[src/rtl/regfile_write_arbiter_if.sv]
// regfile_write_arbiter_if: writeback request/response bundle between the two sources, the arbiter and the register file
//   slave  (arbiter) : hold, alu_valid/addr/data, mem_valid/addr/data in; alu_ready, mem_ready, wr_enable/addr/data, last_grant out
//   master (sources) : the mirror image of slave
interface regfile_write_arbiter_if #(parameter int DATA_W = 32, parameter int ADDR_W = 5);
  logic              hold;
  logic              alu_valid;
  logic [ADDR_W-1:0] alu_addr;
  logic [DATA_W-1:0] alu_data;
  logic              alu_ready;
  logic              mem_valid;
  logic [ADDR_W-1:0] mem_addr;
  logic [DATA_W-1:0] mem_data;
  logic              mem_ready;
  logic              wr_enable;
  logic [ADDR_W-1:0] wr_addr;
  logic [DATA_W-1:0] wr_data;
  logic              last_grant;
  modport slave (
    input  hold, alu_valid, alu_addr, alu_data, mem_valid, mem_addr, mem_data,
    output alu_ready, mem_ready, wr_enable, wr_addr, wr_data, last_grant
  );
  modport master (
    output hold, alu_valid, alu_addr, alu_data, mem_valid, mem_addr, mem_data,
    input  alu_ready, mem_ready, wr_enable, wr_addr, wr_data, last_grant
  );
endinterface

[src/rtl/regfile_write_arbiter.sv]
// regfile_write_arbiter: round-robin share of the register-file write port between ALU and load writeback
//   clk   : rising-edge clock
//   reset : synchronous active-high reset
//   bus   : regfile_write_arbiter_if.slave (requests in, readies + registered write port out)
//   REGWR_ZERO_DROP_EN : when defined, granted writes to register 31 (XZR) never raise wr_enable
module regfile_write_arbiter (
  input logic                       clk,
  input logic                       reset,
  regfile_write_arbiter_if.slave    bus
);
  logic alu_gnt, mem_gnt, wr_en_next;
  // last_grant=1 means MEM won last, so ALU takes a contested cycle
  always_comb begin
    bus.alu_ready = !reset && !bus.hold && bus.alu_valid && (!bus.mem_valid || bus.last_grant);
    bus.mem_ready = !reset && !bus.hold && bus.mem_valid && (!bus.alu_valid || !bus.last_grant);
    alu_gnt = bus.alu_valid && bus.alu_ready;
    mem_gnt = bus.mem_valid && bus.mem_ready;
`ifdef REGWR_ZERO_DROP_EN
    wr_en_next = alu_gnt ? !(&bus.alu_addr) : mem_gnt ? !(&bus.mem_addr) : 1'b0;
`else
    wr_en_next = alu_gnt || mem_gnt;
`endif
  end
  always_ff @(posedge clk) begin
    if (reset) begin
      bus.wr_enable  <= 1'b0;
      bus.wr_addr    <= '0;
      bus.wr_data    <= '0;
      bus.last_grant <= 1'b1;
    end else begin
      bus.wr_enable <= wr_en_next;
      if (alu_gnt) begin
        bus.wr_addr    <= bus.alu_addr;
        bus.wr_data    <= bus.alu_data;
        bus.last_grant <= 1'b0;
      end else if (mem_gnt) begin
        bus.wr_addr    <= bus.mem_addr;
        bus.wr_data    <= bus.mem_data;
        bus.last_grant <= 1'b1;
      end
    end
  end
endmodule
[src/flat_wrapper.sv]
// flat-port wrapper written by rule: the top's interface ports become plain ports
module regfile_write_arbiter_flat 
  (clk, reset, bus_hold, bus_alu_valid, bus_alu_addr, bus_alu_data, bus_mem_valid, bus_mem_addr, bus_mem_data, bus_alu_ready, bus_mem_ready, bus_wr_enable, bus_wr_addr, bus_wr_data, bus_last_grant);
  regfile_write_arbiter_if bus_i ();
  input logic clk;
  input logic reset;
  input wire logic [$bits(bus_i.hold)-1:0] bus_hold;
  input wire logic [$bits(bus_i.alu_valid)-1:0] bus_alu_valid;
  input wire logic [$bits(bus_i.alu_addr)-1:0] bus_alu_addr;
  input wire logic [$bits(bus_i.alu_data)-1:0] bus_alu_data;
  input wire logic [$bits(bus_i.mem_valid)-1:0] bus_mem_valid;
  input wire logic [$bits(bus_i.mem_addr)-1:0] bus_mem_addr;
  input wire logic [$bits(bus_i.mem_data)-1:0] bus_mem_data;
  output wire logic [$bits(bus_i.alu_ready)-1:0] bus_alu_ready;
  output wire logic [$bits(bus_i.mem_ready)-1:0] bus_mem_ready;
  output wire logic [$bits(bus_i.wr_enable)-1:0] bus_wr_enable;
  output wire logic [$bits(bus_i.wr_addr)-1:0] bus_wr_addr;
  output wire logic [$bits(bus_i.wr_data)-1:0] bus_wr_data;
  output wire logic [$bits(bus_i.last_grant)-1:0] bus_last_grant;
  assign bus_i.hold = bus_hold;
  assign bus_i.alu_valid = bus_alu_valid;
  assign bus_i.alu_addr = bus_alu_addr;
  assign bus_i.alu_data = bus_alu_data;
  assign bus_i.mem_valid = bus_mem_valid;
  assign bus_i.mem_addr = bus_mem_addr;
  assign bus_i.mem_data = bus_mem_data;
  assign bus_alu_ready = bus_i.alu_ready;
  assign bus_mem_ready = bus_i.mem_ready;
  assign bus_wr_enable = bus_i.wr_enable;
  assign bus_wr_addr = bus_i.wr_addr;
  assign bus_wr_data = bus_i.wr_data;
  assign bus_last_grant = bus_i.last_grant;
  regfile_write_arbiter u_core (.clk(clk), .reset(reset), .bus(bus_i));
endmodule
[config.mk]
export PLATFORM = sky130hd
export DESIGN_NAME = regfile_write_arbiter_flat
export DESIGN_NICKNAME = d
export VERILOG_FILES = /design/src/rtl/regfile_write_arbiter_if.sv /design/src/rtl/regfile_write_arbiter.sv /design/src/flat_wrapper.sv
export SDC_FILE = /design/constraint.sdc
export NUM_CORES = 1
export LEC_CHECK = 0
export CORE_ASPECT_RATIO = 2
export CORE_MARGIN = 2
export CORE_UTILIZATION = 37
export DETAILED_ROUTE_END_ITERATION = 6
export PLACE_DENSITY_LB_ADDON = 0.25
export SETUP_SLACK_MARGIN = 0.5
export SLEW_MARGIN = 10
export SYNTH_ARGS = -nofsm -noshare
export SYNTH_HDL_FRONTEND = slang
export SYNTH_SLANG_ARGS = --single-unit
[constraint.sdc]
create_clock -name clk -period 1.6 [get_ports clk]
set_input_delay 0.32 -clock clk [delete_from_list [all_inputs] [get_ports clk]]
set_output_delay 0.32 -clock clk [all_outputs]
set_load 0.02 [all_outputs]
Word-level counts from Yosys, hierarchy flattened
Index checks and enable logic that the tools add are counted.

Bits in registers: 39. Input bits: 79. Output and inout port bits: 41.

Multiplexer cells: 6. Reductions and logical operators: 16.

Operator list (number): two-way mux 32 bit (2); two-way mux 5 bit (2); logical AND 1 bit (7); logical NOT 1 bit (5); logical OR 1 bit (3); two-way mux 1 bit (2); nonzero test 2 bit (1).

Longest topological paths before layout
Word-level depth: 7. Mapped depth: 5. Depth with buffers taken out: 3.

Least setup slack after synthesis
Ideal clock, no wire load.

Path type: input port to output port. Start: input port reset. End: output port bus_mem_ready. Required time: 1.280 ns. Slack: 0.096 ns. Cell stages on the path: 5. Arrival: 1.184 ns. Path through: nor2_2 > buf_4 > buf_2 > nand2_1 > a21oi_1.

Word-level cells in the longest chain between the ends: 4.

Ends and longest elaborated chain: start, declared (RTL line flat_wrapper.sv:6) `input logic reset;`; logical NOT 1 bit (RTL line regfile_write_arbiter.sv:15) `bus.mem_ready = !reset && !bus.hold && bus.mem_valid && (!bus.alu_valid || !bus.last_grant);`; logical AND 1 bit (3 in a row) (RTL line regfile_write_arbiter.sv:15); end, declared (RTL line flat_wrapper.sv:15) `output wire logic [$bits(bus_i.mem_ready)-1:0] bus_mem_ready;`.

No other way between the ends.

Worst setup path after layout
Start: input port bus_hold. End: output port bus_alu_ready.

Word-level cells in the longest chain between the ends: 4.

Ends and longest elaborated chain: start, declared (RTL line flat_wrapper.sv:7) `input wire logic [$bits(bus_i.hold)-1:0] bus_hold;`; logical NOT 1 bit (RTL line regfile_write_arbiter.sv:14) `bus.alu_ready = !reset && !bus.hold && bus.alu_valid && (!bus.mem_valid || bus.last_grant);`; logical AND 1 bit (3 in a row) (RTL line regfile_write_arbiter.sv:14); end, declared (RTL line flat_wrapper.sv:14) `output wire logic [$bits(bus_i.alu_ready)-1:0] bus_alu_ready;`.

No other way between the ends.

==> key figures <==
Pwr
  • Pwr per Cell Area: approximately 750 mW/mm^2
  • Relative contribution of the clock network to total power: a little under a third
  • Switching fraction of total power: between 20% and 30%
  • Internal Pwr Total: approximately 2 mW
  • Net switching power of the design: between 0.7 and 0.8 mW
  • Relative contribution of combinational cells to total power: between 20% and 30%
  • Leak Pwr: approximately 1.3 nW
  • Fraction of power consumed by sequential logic: about 40%
  • IR drop worst, VDD: 0.000681 V
  • Sum of internal, switching and leakage power: ~2.7 mW

Synthesis
  • Flip-flop cell with the highest count after synthesis: dfxtp_1
  • Fraction of synthesis flops using an asynchronous set or reset pin: 0%
  • Total standard cell area after synthesis: roughly 0.0020 sq mm
  • Synthesized flop and latch total: 39
  • Largest cells by area after synthesis: dfxtp_1 (39%), a311oi_1 (16%), nand4_1 (12%)
  • Register area share after synthesis: between 30% and 40%
  • Synthesized netlist net count: ~310
  • Yosys cell types: 21
  • Warnings from Yosys: 0
  • Mean cell area of the mapped netlist: 8.44 sq um
  • Dominant cell type by area after synthesis: dfxtp_1
  • Most frequent cells after synthesis: dfxtp_1 (39), a21oi_1 (38), a311oi_1 (37), nand4_1 (37), o21ai_1 (21)
  • Post-synth EDFFs: 0
  • Number of standard cells after synthesis: between 200 and 250
  • Share of Yosys cell area claimed by the top area cell type: between 30% and 40%
  • Dominant cell by count in the synthesized netlist: dfxtp_1

STA
  • Final worst slack: roughly 0.23 ns
  • Slew Limit Headroom: between 70% and 80%
  • Final number of hold-violating endpoints: 0
  • Final setup skew: 0.00284 ns
  • Number of max-slew violations in the final report: 0
  • Worst hold slack: ~0.5 ns
  • RSZ-0062 raised after global routing: true
  • Post-route fraction of the period consumed by the critical path: roughly 85%
  • Transition time of the tightest slew-check pin: 0.437 ns
  • Setup violations, final: 0
  • Maximum frequency from static timing analysis: approximately 0.73 GHz
  • Crit path time final: 1.37 ns
  • Post-Route Setup TNS: 0 ns

Die
  • Core Area: 0.00514 sq mm
  • Starting density of the core: 38.6%
  • Die area: between 0.005 and 0.006 sq mm
  • Die Span X: 55.8 microns
  • I/O pin count: 120
  • Standard-cell rows: 37
  • Height of the die: roughly 110 microns

Critical path
  • Max Fanout on Critical Path: 2
  • Cell with the most instances on the worst path: buf_6
  • List of cells traversed by the critical path: buf_6 -> or3b_4 -> nor2_4 -> buf_6
  • Startpoint-to-endpoint class of the critical path: in -> out
  • CP peak stage delay: approximately 0.42 ns
  • Reg2Reg Setup Slack: between 0.3 and 0.4 ns
  • Critical path arrival: between 1 and 1.5 ns
  • CP endpoint kind: output port
  • Startpoint type of the worst setup path: primary input
  • Crit path max-delay cell type: or3b_4
  • Required @ worst endpoint: 1.28 ns

Drt
  • Count of routing violations after the opening detailed-route iteration: 70
  • Residual antenna-violating net count after detailed routing: 0
  • Number of vias after detailed routing: roughly 2500
  • Per-cell via count in the routed design: between 6 and 7
  • Router iterations before antenna repair: 4
  • Wire length reported by the detailed router: 7.61 mm
  • Count of unresolved DRC violations after routing: 0
  • Drt wl/cell: 18.5 microns

Layout
  • Fin area: 0.00363 sq mm
  • Final Non-Filler Cells: just over 400
  • Layout net count: about 430
  • Growth of design area from synthesis to finish: 83.2%
  • Fraction of layout cells with a size suffix above 1: 36.8%
  • Number of diodes: 0
  • Post-layout utilization of the core: between 70% and 80%

Run status
  • Result of the run: finished clean

Placed design
  • Routability cong.: 0.824
  • Number of port buffers: around 120
  • Half-perimeter wire length of the detailed placement result: approximately 4.8 mm
  • Pre-CTS WS: -0.604 ns
  • Cells after DPL: 392
  • Post-placement cell area: about 0.0032 sq mm

Clock network
  • Number of clock sinks seen by CTS: 39
  • Deepest level of the CTS H-tree: 2
  • Post-CTS clock slew at the launch and capture registers of the worst setup and hold paths: ~0.08 ns
  • Clk_lat worst skew: slightly below 0.3 ns
  • Buffer cell driving the clock tree root: clkbuf_8
  • CTS buffer count: 5
  • Post-cts hold buffer count: 0
  • TritonCTS clock tree: done
  • Worst-case clock buffer depth: 2

GRT
  • Number of global-route vias before repair: between 2000 and 2500
  • Pin count of the biggest net entering global routing: 41
  • Wire length of the first global-routing pass: around 12 mm
  • GRT Resource Usage Total: 24.2%
  • Total gr overflow: 0
  • Antenna violations before repair: 0

Flow run
  • Count of maximum capacitance violations: 0

Hold path
  • Hold crit path type: in -> reg
-- cell usage in the layout, fill, tap and decap left out --
cell type,netlist,layout
dfxtp_2,0,36
buf_4,3,22
buf_12,0,6
nand2_2,0,1
clkbuf_8,0,6
clkinv_2,0,1
a311oi_1,37,33
dfxtp_4,0,1
nand4_1,37,37
a211o_1,1,1
bufinv_16,0,1
nor2_4,0,2
or2_4,0,1
a21oi_1,38,37
a21oi_4,0,1
o21ai_0,16,9
and2_4,0,1
nand2b_2,0,1
buf_6,5,40
dfxtp_1,39,2
clkbuf_2,1,1
o21ai_1,21,28
or3b_4,0,1
clkdlybuf4s50_1,0,74
clkbuf_16,0,2
nor2b_4,0,1
nand2b_1,2,1
nor2_1,2,1
a311oi_2,0,4
buf_8,0,1
-- per-layer routing --
metal / vias up / GRT usage (%) / share of wire, %
li1: 1178 / - / -
met1: 1191 / 26.0 / 36
met2: 118 / 45.2 / 55
met3: 15 / 3.97 / 5.5
met4: 0 / 10.8 / 2.7
met5: - / 0 / 0
-- logic make-up (layout without fill, tap and decap cells) --
kind of cell           Yosys count  count (layout)  share of synthesized area, %
AO/OA/AOI/OAI                  113             113                          35.7
buffers and inverters           36             154                          10.3
flip-flops                      39              39                          39.4
AND/OR/NAND/NOR                 47              47                          14.6
-- sequential cells by signal (all words and copies together) (netlist names) --
name / cells
u_core.bus.wr_data: 32
u_core.bus.wr_enable: 1
u_core.bus.last_grant: 1
u_core.bus.wr_addr: 5
-- final cells by class --
| cell class | count | area, sq um |
|---|---|---|
| timing repair buffer | 146 | 1550 |
| fill | 405 | 1510 |
| multi-input combinational | 160 | 1070 |
| sequential | 39 | 830 |
| clock buffer | 6 | 82.6 |
| tap | 58 | 72.6 |
| clock inverter | 2 | 35.0 |
-- power groups by stage --
stage	clock network, mW	logic (mW)	registers (mW)
2_1_floorplan	0	0.260	1.17
3_3_place_gp	0	0.717	1.09
3_5_place_dp	0	0.722	1.09
4_1_cts	0.868	0.702	1.07
5_1_grt	0.910	0.853	1.10
6_report	0.847	0.799	1.09
-- path summary, 6_finish.rpt --
check / endpoint / cells past startpoint / startpoint
hold / removal: u_core.bus.wr_data[8]$_SDFFE_PP0P_ / 4 / bus_alu_valid
hold reg to reg: u_core.bus.wr_data[1]$_SDFFE_PP0P_ / 2 / u_core.bus.wr_data[1]$_SDFFE_PP0P_
setup reg to reg: u_core.bus.wr_data[12]$_SDFFE_PP0P_ / 4 / u_core.bus.last_grant$_SDFFE_PP1P_
setup / recovery: bus_alu_ready / 4 / bus_hold
-- what timing repair did --
| action | 4_1_cts | 5_1_grt |
|---|---|---|
| setup buffers | 1 | 8 |
| endpoints found under the setup margin | 80 | 80 |
| cloned | 0 | 2 |
| gates resized for setup | 101 | 215 |
| endpoints found under the hold margin | 0 | 0 |
| pin swaps | 3 | 4 |
-- critical path, delay by kind of cell --
kind | cells | cell delay, ns
buffers and inverters | 2 | 0.22
and+or+nand+nor | 2 | 0.52
(Power assumes the default switching activity.)
